`config.mk`:
```
export PLATFORM = sky130hd
export DESIGN_NAME = pipe_skid_latch
export DESIGN_NICKNAME = d
export VERILOG_FILES = /design/src/rtl/pipe_skid_latch.sv
export SDC_FILE = /design/constraint.sdc
export NUM_CORES = 1
export LEC_CHECK = 0
export ABC_AREA = 1
export CORE_MARGIN = 2
export CORE_UTILIZATION = 35
export DETAILED_ROUTE_END_ITERATION = 10
export SLEW_MARGIN = 15
export SYNTH_ARGS = -nofsm -noshare
export SYNTH_HDL_FRONTEND = slang
export SYNTH_SLANG_ARGS = --single-unit
```
`constraint.sdc`:
```
create_clock -name i_clock -period 3.34 [get_ports i_clock]
set_clock_uncertainty 0.15 [all_clocks]
set_input_delay 0.334 -clock i_clock [delete_from_list [all_inputs] [get_ports i_clock]]
set_output_delay 0.334 -clock i_clock [all_outputs]
set_load 0.005 [all_outputs]
```
`src/rtl/pipe_skid_latch.sv`:
```
// Two-entry valid/ready pipeline stage with a registered skid slot.
// Handshake outputs decode from state only; stalls are counted saturating.
module pipe_skid_latch #(
    parameter int BUS_DATA = 8,
    parameter int STALL_W  = 16
) (
    input  logic                i_clock,
    input  logic                i_reset,
    input  logic                i_flush,
    input  logic [BUS_DATA-1:0] i_data,
    input  logic                i_valid,
    output logic                o_ready,
    output logic [BUS_DATA-1:0] o_data,
    output logic                o_valid,
    input  logic                i_ready,
    output logic [1:0]          o_count,
    output logic [STALL_W-1:0]  o_stall_cycles
);

    typedef enum logic [1:0] {
        EMPTY = 2'd0,
        ONE   = 2'd1,
        FULL  = 2'd2
    } state_t;

    state_t              state_q, state_d;
    logic [BUS_DATA-1:0] head_q, head_d;
    logic [BUS_DATA-1:0] skid_q, skid_d;
    logic [STALL_W-1:0]  stall_q, stall_d;
    logic                accept, take;

    assign o_valid        = (state_q != EMPTY);
    assign o_ready        = (state_q != FULL);
    assign o_data         = head_q;
    assign o_count        = state_q;
    assign o_stall_cycles = stall_q;

    assign accept = i_valid & o_ready;
    assign take   = o_valid & i_ready;

    always_comb begin
        state_d = state_q;
        head_d  = head_q;
        skid_d  = skid_q;
        stall_d = stall_q;

        if (o_valid && !i_ready && (stall_q != {STALL_W{1'b1}})) begin
            stall_d = stall_q + 1'b1;
        end

        unique case (state_q)
            EMPTY: begin
                if (accept) begin
                    state_d = ONE;
                    head_d  = i_data;
                end
            end
            ONE: begin
                if (accept && take) begin
                    head_d = i_data;
                end else if (accept) begin
                    state_d = FULL;
                    skid_d  = i_data;
                end else if (take) begin
                    state_d = EMPTY;
                end
            end
            FULL: begin
                if (take) begin
                    state_d = ONE;
                    head_d  = skid_q;
                end
            end
            default: state_d = EMPTY;
        endcase

        // Flush drops entries but leaves the stall statistic alone
        if (i_flush) begin
            state_d = EMPTY;
            head_d  = '0;
            skid_d  = '0;
        end
    end

    always_ff @(posedge i_clock) begin
        if (i_reset) begin
            state_q <= EMPTY;
            head_q  <= '0;
            skid_q  <= '0;
            stall_q <= '0;
        end else begin
            state_q <= state_d;
            head_q  <= head_d;
            skid_q  <= skid_d;
            stall_q <= stall_d;
        end
    end

endmodule

```
[Yosys cells after proc, flatten, opt, wreduce, memory -nomap -nowiden]
Cells that the tools add are included.
Storage, ports and cells
  bits in registers: 34
  input port bits: 13
  logic and storage cells: 38
Operators by class
  $add $sub $neg: 1
  equality and inequality tests: 9
  muxes and demuxes: 10
  bitwise gates (word level): 3
  reductions and logical operators: 11
Operators by type and width (count)
  8-bit two-way mux: 3
  8-bit case mux with 3 select lines: 1
  16-bit by 1-bit adder with 16-bit output (second input constant): 1
  16-bit != test (second input constant): 1
  2-bit two-way mux: 5
  2-bit != test (second input constant): 5
  4-bit AND reduction: 2
  2-bit case mux with 3 select lines: 1
  1-bit logical AND: 3
  3-bit != test (second input constant): 1
  3-bit AND reduction: 1
  3-bit nonzero test: 1
  1-bit AND: 2
  2-bit by 1-bit == test with 1-bit output (second input constant): 1
  2-bit == test (second input constant): 1
  2-bit zero test: 1
  2-bit nonzero test: 1
  2-bit OR reduction: 1
  1-bit zero test: 1
  1-bit inverter: 1

[Longest topological paths before layout]
Gate-level depths: netlist of run 1.
  depth after elaboration: 6
  gate-level depth with buffers: 8
  gate-level depth less buffers: 8

[Worst setup path after synthesis of run 1]
No wires, ideal clock.
  kind: reg-to-reg
  start: reg stall_q[0] (netlist: o_stall_cycles[0])
  end: reg stall_q[0] (netlist: o_stall_cycles[0])
  setup time: 116 ps
  data arrival time: 1252 ps
  data required time: 3074 ps
  setup slack: 1823 ps
  cell stages (with the launch flop): 9
  buffers on the path: 0
  clock period less this slack: 1517 ps
  path through: dfxtp_1 > ha_1 > nand3_2 > inv_1 > nand2_1 > o21ai_2 > inv_2 > nor2_1 > nor2_1
On the way
  longest elaborated chain between the ends: 2
  elaborated cells between the ends (all ways): 3
  those cells by class: add/sub: 1; eq/ne: 1; reduce/logical: 1
RTL lines
  start, declared: RTL line 29  | logic [STALL_W-1:0] stall_q, stall_d;
  start signal, assigned: RTL line 95  | stall_q <= stall_d;
  parallel branches: the longest is 2 deep, another holds 16-bit by 1-bit adder with 16-bit output
Several ways; the timed one is not identified.
A chain may end at the register's enable or synchronous reset.

[Final worst setup path of run 1]
  start: reg state_q[1] (netlist: o_count[1])
  end: out o_ready
On the way
  longest elaborated chain between the ends: 1
RTL lines
  start, declared: RTL line 26  | state_t state_q, state_d;
  start signal, assigned: RTL line 92  | state_q <= state_d;
  2-bit != test: RTL line 33  | assign o_ready = (state_q != FULL);
  end, declared: RTL line 12  | output logic o_ready,
Every way passes these cells.

==> results.json, run 1 <==
{
  "mostFrequentLayoutCell": "nand2_1",
  "core_region_area_sq_mm": 0.00472,
  "cts_tree": "done",
  "clkTransAtPathRegs_ns": 0.07,
  "cts_hold_buf": 0,
  "design_area_sq_mm": 0.00225,
  "tns_ns": 0,
  "firstDrtPassIters": 4,
  "worst_slack_ns": 1.23,
  "clk_latency_ns": 0.29,
  "numCtsBuffers": 5,
  "drv_cap": 0,
  "cts_buffer_depth": 2,
  "startpoint_type": "register",
  "hold_viol": 0,
  "via_count": 1655,
  "nNetsFinal": 306,
  "crit_type": "register to output port",
  "tightest_slew_ns": 0.477,
  "rsz0062_at_grt": "no",
  "min_path_type": "register to register",
  "cts.sinks": 34,
  "io_buffers": 40,
  "grt_pass1_vias": 1517,
  "power_density_mw_per_mm2": 377,
  "globalRouteMet2Util_pct": 28.2,
  "grt_remaining_overflow": 0,
  "syn_to_final_growth_pct": 31.5,
  "dp_hpwl_mm": 2.83,
  "relSlewSlack_pct": 68.1,
  "vdd_drop_max_mv": 0.219,
  "layout_common_cells": "nand2_1, nor2_1, clkdlybuf4s50_1, dfxtp_1, a21oi_1",
  "place_congestion": 0.793,
  "num_antenna_cells": 0,
  "grt_pass1_wl_mm": 6.64,
  "dr.first_iter.drc_count": 76,
  "period_needed_ns": 2.11,
  "ios": 41,
  "synth_cell_types": 26,
  "dp_slack_ns": 1.32,
  "grt_use_met3_pct": 4.39,
  "use_met1_pct": 18.1,
  "detailed_place.area_sq_mm": 0.00214,
  "ys_seq_area_share_pct": 39.8,
  "instances_no_fill": 360,
  "worstPathArrival_ns": 1.62,
  "end_kind": "output port",
  "ys.warnings.count": 0,
  "leakage_nw": 0.834,
  "syn_inst": 252,
  "ant_nets": 0,
  "post-route-period-util_pct": 63.1,
  "grt_start_max_net_pins": 23,
  "die_w_microns": 73.9,
  "clock.fmax_mhz": 475,
  "drc": 0,
  "dp_cells": 352,
  "syn-num-nets": 266,
  "start_util_pct": 36.2,
  "finalSetupViolations": 0,
  "cts_resized": 0,
  "fp.dieArea_sq_mm": 0.00546,
  "die_height_microns": 73.9,
  "path_max_fanout": 12,
  "slew_viol_final": 0,
  "h-tree-depth": 2,
  "syn_avg_cell_area_sq_um": 6.79,
  "antenna_found_initial": 0,
  "netlist_area_sq_mm": 0.00171,
  "synth.ff_latch_count": 34,
  "outcome": "complete, no violations",
  "cts_setup_buffers": 0,
  "grtUsageTotal_pct": 15.7,
  "drive_gt1_share_pct": 8.53,
  "wl_per_cell_microns": 10.7,
  "rows": 25,
  "required_ns": 2.86,
  "grt-busiest-layer": "met2",
  "fill_cells": 497,
  "post_drt_via_cell_ratio": 4.60,
  "postRouteWirelength_mm": 3.85,
  "cts_root_buffer": "clkbuf_8"
}
[routing by layer]
metal / vias up / share of wire [%]
li1: 876 / -
met3: 6 / 4.9
met5: - / 0
met1: 732 / 44
met2: 41 / 50
met4: 0 / 1.5
[path summary, 6_finish.rpt]
path	startpoint	endpoint	slack [ns]	cells after the start
min reg2reg	o_data[3]$_SDFFE_PP0P_	o_data[3]$_SDFFE_PP0P_	0.31	2
max reg2reg	o_stall_cycles[0]$_SDFFE_PP0P_	o_stall_cycles[6]$_SDFFE_PP0P_	1.66	6
max	o_count[1]$_SDFFE_PP0P_	o_ready	1.23	4
min	o_data[3]$_SDFFE_PP0P_	o_data[3]$_SDFFE_PP0P_	0.31	2
[synth_stat cells, drive strengths merged]
cell / instances / area share [%]
xor2: 2 / 1.0
inv: 23 / 5.0
nand3: 17 / 5.3
nand4: 1 / 1.2
dfxtp: 34 / 40
a211oi: 3 / 1.3
nor2: 48 / 13
nor3: 2 / 0.59
ha: 1 / 0.73
clkbuf: 1 / 0.22
or2: 1 / 0.37
a21oi: 25 / 7.5
nand2: 77 / 17
o21ai: 9 / 3.1
buf: 6 / 3.0
nand3b: 2 / 0.88
[final cells by class]
type / instances / area [sq um] / area share (%)
Clock buffer: 8 / 110 / 4.89
Inverter: 23 / 86.3 / 3.84
Multi-Input combinational cell: 188 / 888 / 39.5
Sequential cell: 34 / 681 / 30.3
Tap cell: 67 / 83.8 / 3.73
Timing Repair Buffer: 40 / 400 / 17.8
[cell families after synthesis]
kind of cell	Yosys count	synth area share [%]
simple gates	148	38.3
compound gates	37	11.9
flops	34	39.8
buf+inv	30	8.27
xor+xnor	2	1.02
fa+ha+maj	1	0.731
[through the flow]
step                      util (%)  total power [mW]  hold WS (ns)
after floorplan                  -             0.462         0.290
after global placement        45.3             0.498         0.304
after detailed placement      45.3             0.498         0.308
after CTS                     47.6             0.858         0.318
after global routing          47.6             0.883         0.337
final                         47.6             0.849         0.313
[state kept, by name, summed over array words and instances (netlist names)]
register and flops:
o_stall_cycles 16, o_count 2, o_data 8, skid_q 8
[power breakdown]
part	leakage (nW)	switching (mW)	internal [mW]
clock network	0.0575	0.153	0.208
logic	0.501	0.0345	0.0357
registers	0.275	0.00550	0.412
total	0.834	0.193	0.656
[critical path: stages, from the launching register on]
cell             delay (ns)
dfxtp_1                0.40
inv_1                  0.10
nor2_4                 0.20
inv_2                  0.15
clkdlybuf4s50_1        0.47
Note: power is estimated with default switching activity, not from simulation.
==> run 2, diff against run 1 <==
Clock period 3.34 ns to 2.1 ns, I/O delays scaled along.
==> run 2 against run 1 <==
Power rose by 78%. Global-route usage rose by 0.051 points. Via count fell by 0.24%. Sequential share of layout area fell by 0.46 points. Sequential power rose by 59%. Routed wire length fell by 0.75%. Critical path type unchanged. Largest cell class unchanged. Largest power group is now the clock network.
==> results.json, run 2 (synthesized netlist as in run 1, its figures left out) <==
{
  "die_w_microns": 73.9,
  "grt_start_max_net_pins": 23,
  "detailed_place.area_sq_mm": 0.00215,
  "io_buffers": 40,
  "whs_path_depth": 2,
  "nNetsFinal": 307,
  "required_ns": 1.74,
  "antenna_found_initial": 0,
  "instances_no_fill": 361,
  "drive_gt1_share_pct": 8.84,
  "r2r_cells": 6,
  "grt_remaining_overflow": 0,
  "path_max_fanout": 12,
  "wl_per_cell_microns": 10.6,
  "place_congestion": 0.785,
  "min_path_type": "register to register",
  "fp.dieArea_sq_mm": 0.00546,
  "postRouteWirelength_mm": 3.82,
  "tightest_slew_ns": 0.469,
  "worstPathArrival_ns": 1.59,
  "firstDrtPassIters": 4,
  "cts_resized": 0,
  "end_kind": "output port",
  "grtUsageTotal_pct": 15.8,
  "drv_cap": 0,
  "crit_type": "register to output port",
  "cts.sinks": 34,
  "startpoint_type": "register",
  "clkTransAtPathRegs_ns": 0.08,
  "grt_pass1_wl_mm": 6.70,
  "core_region_area_sq_mm": 0.00472,
  "clk_latency_ns": 0.29,
  "ios": 41,
  "finalSetupViolations": 0,
  "drc": 0,
  "via_count": 1651,
  "period_needed_ns": 1.95,
  "cts_tree": "done",
  "numCtsBuffers": 5,
  "start_util_pct": 36.2,
  "layout_common_cells": "nand2_1, nor2_1, clkdlybuf4s50_1, dfxtp_1, a21oi_1",
  "ant_nets": 0,
  "post_drt_via_cell_ratio": 4.57,
  "cts_buffer_depth": 2,
  "die_height_microns": 73.9,
  "clock.fmax_mhz": 512,
  "power_density_mw_per_mm2": 660,
  "cts_root_buffer": "clkbuf_8",
  "tns_ns": 0,
  "grt_pass1_vias": 1542,
  "dr.first_iter.drc_count": 55,
  "dp_hpwl_mm": 2.79,
  "outcome": "complete, no violations",
  "cts_hold_buf": 0,
  "slew_viol_final": 0,
  "rows": 25,
  "dp_cells": 353,
  "rsz0062_at_grt": "no",
  "relSlewSlack_pct": 68.7,
  "num_antenna_cells": 0,
  "vdd_drop_max_mv": 0.420,
  "largest_reg_flops": 16,
  "h-tree-depth": 2,
  "design_area_sq_mm": 0.00228,
  "cts_setup_buffers": 0,
  "hold_viol": 0,
  "syn_to_final_growth_pct": 33.6,
  "post-route-period-util_pct": 93.0,
  "leakage_nw": 0.850,
  "mostFrequentLayoutCell": "nand2_1"
}
-- run 2: cell count changes in the layout (fill, tap and decap cells not counted) --
cell / delta
bufinv_16: +2
buf_4: +1
clkbuf_8: -3
clkinv_4: +1
-- run 2: through the flow --
| step | utilization [%] | worst slack (ns) | total power [mW] | hold slack [ns] |
|---|---|---|---|---|
| after detailed placement | 45.5 | 0.194 | 0.794 | 0.307 |
| final | 48.4 | 0.147 | 1.51 | 0.316 |
| after global placement | 45.5 | 0.239 | 0.794 | 0.302 |
| after floorplan | - | 0.583 | 0.735 | 0.203 |
| after CTS | 48.4 | 0.117 | 1.53 | 0.319 |
| after global routing | 48.4 | 0.0352 | 1.57 | 0.334 |
-- run 2: cell type report --
cell class	instances	area [sq um]
clock buffers	5	68.8
clock inverters	3	68.8
fillers	497	2440
inverters	23	86.3
multi-input cells	188	888
flip-flops and latches	34	681
well taps	67	83.8
repair buffers	41	408
-- run 2: path summary, 6_finish.rpt --
check | start | endpoint | slack, ns
setup / recovery | o_count[1]$_SDFFE_PP0P_ | o_ready | 0.15
hold / removal | o_data[5]$_SDFFE_PP0P_ | o_data[5]$_SDFFE_PP0P_ | 0.32
setup reg to reg | o_stall_cycles[0]$_SDFFE_PP0P_ | o_stall_cycles[6]$_SDFFE_PP0P_ | 0.42
hold reg to reg | o_data[5]$_SDFFE_PP0P_ | o_data[5]$_SDFFE_PP0P_ | 0.32
-- run 2: routing by layer --
layer	wire [microns]	track usage (%)	up-vias	share of wire, %
met3	209	4.80	6	5.5
met4	48	4.85	0	1.3
li1	-	-	878	-
met1	1730	19.2	725	45
met5	0	0	-	0
met2	1830	26.8	42	48
-- run 2: report_power, final --
| group | total, mW | switching (mW) | internal [mW] |
|---|---|---|---|
| Sequential | 0.663 | 0.00859 | 0.655 |
| Clock | 0.730 | 0.255 | 0.476 |
| Combinational | 0.115 | 0.0561 | 0.0586 |
-- run 2: worst max-delay path, stage by stage (launching register included) --
cell and delay, ns:
dfxtp_1 0.39, inv_1 0.10, nor2_4 0.19, inv_2 0.15, clkdlybuf4s50_1 0.47
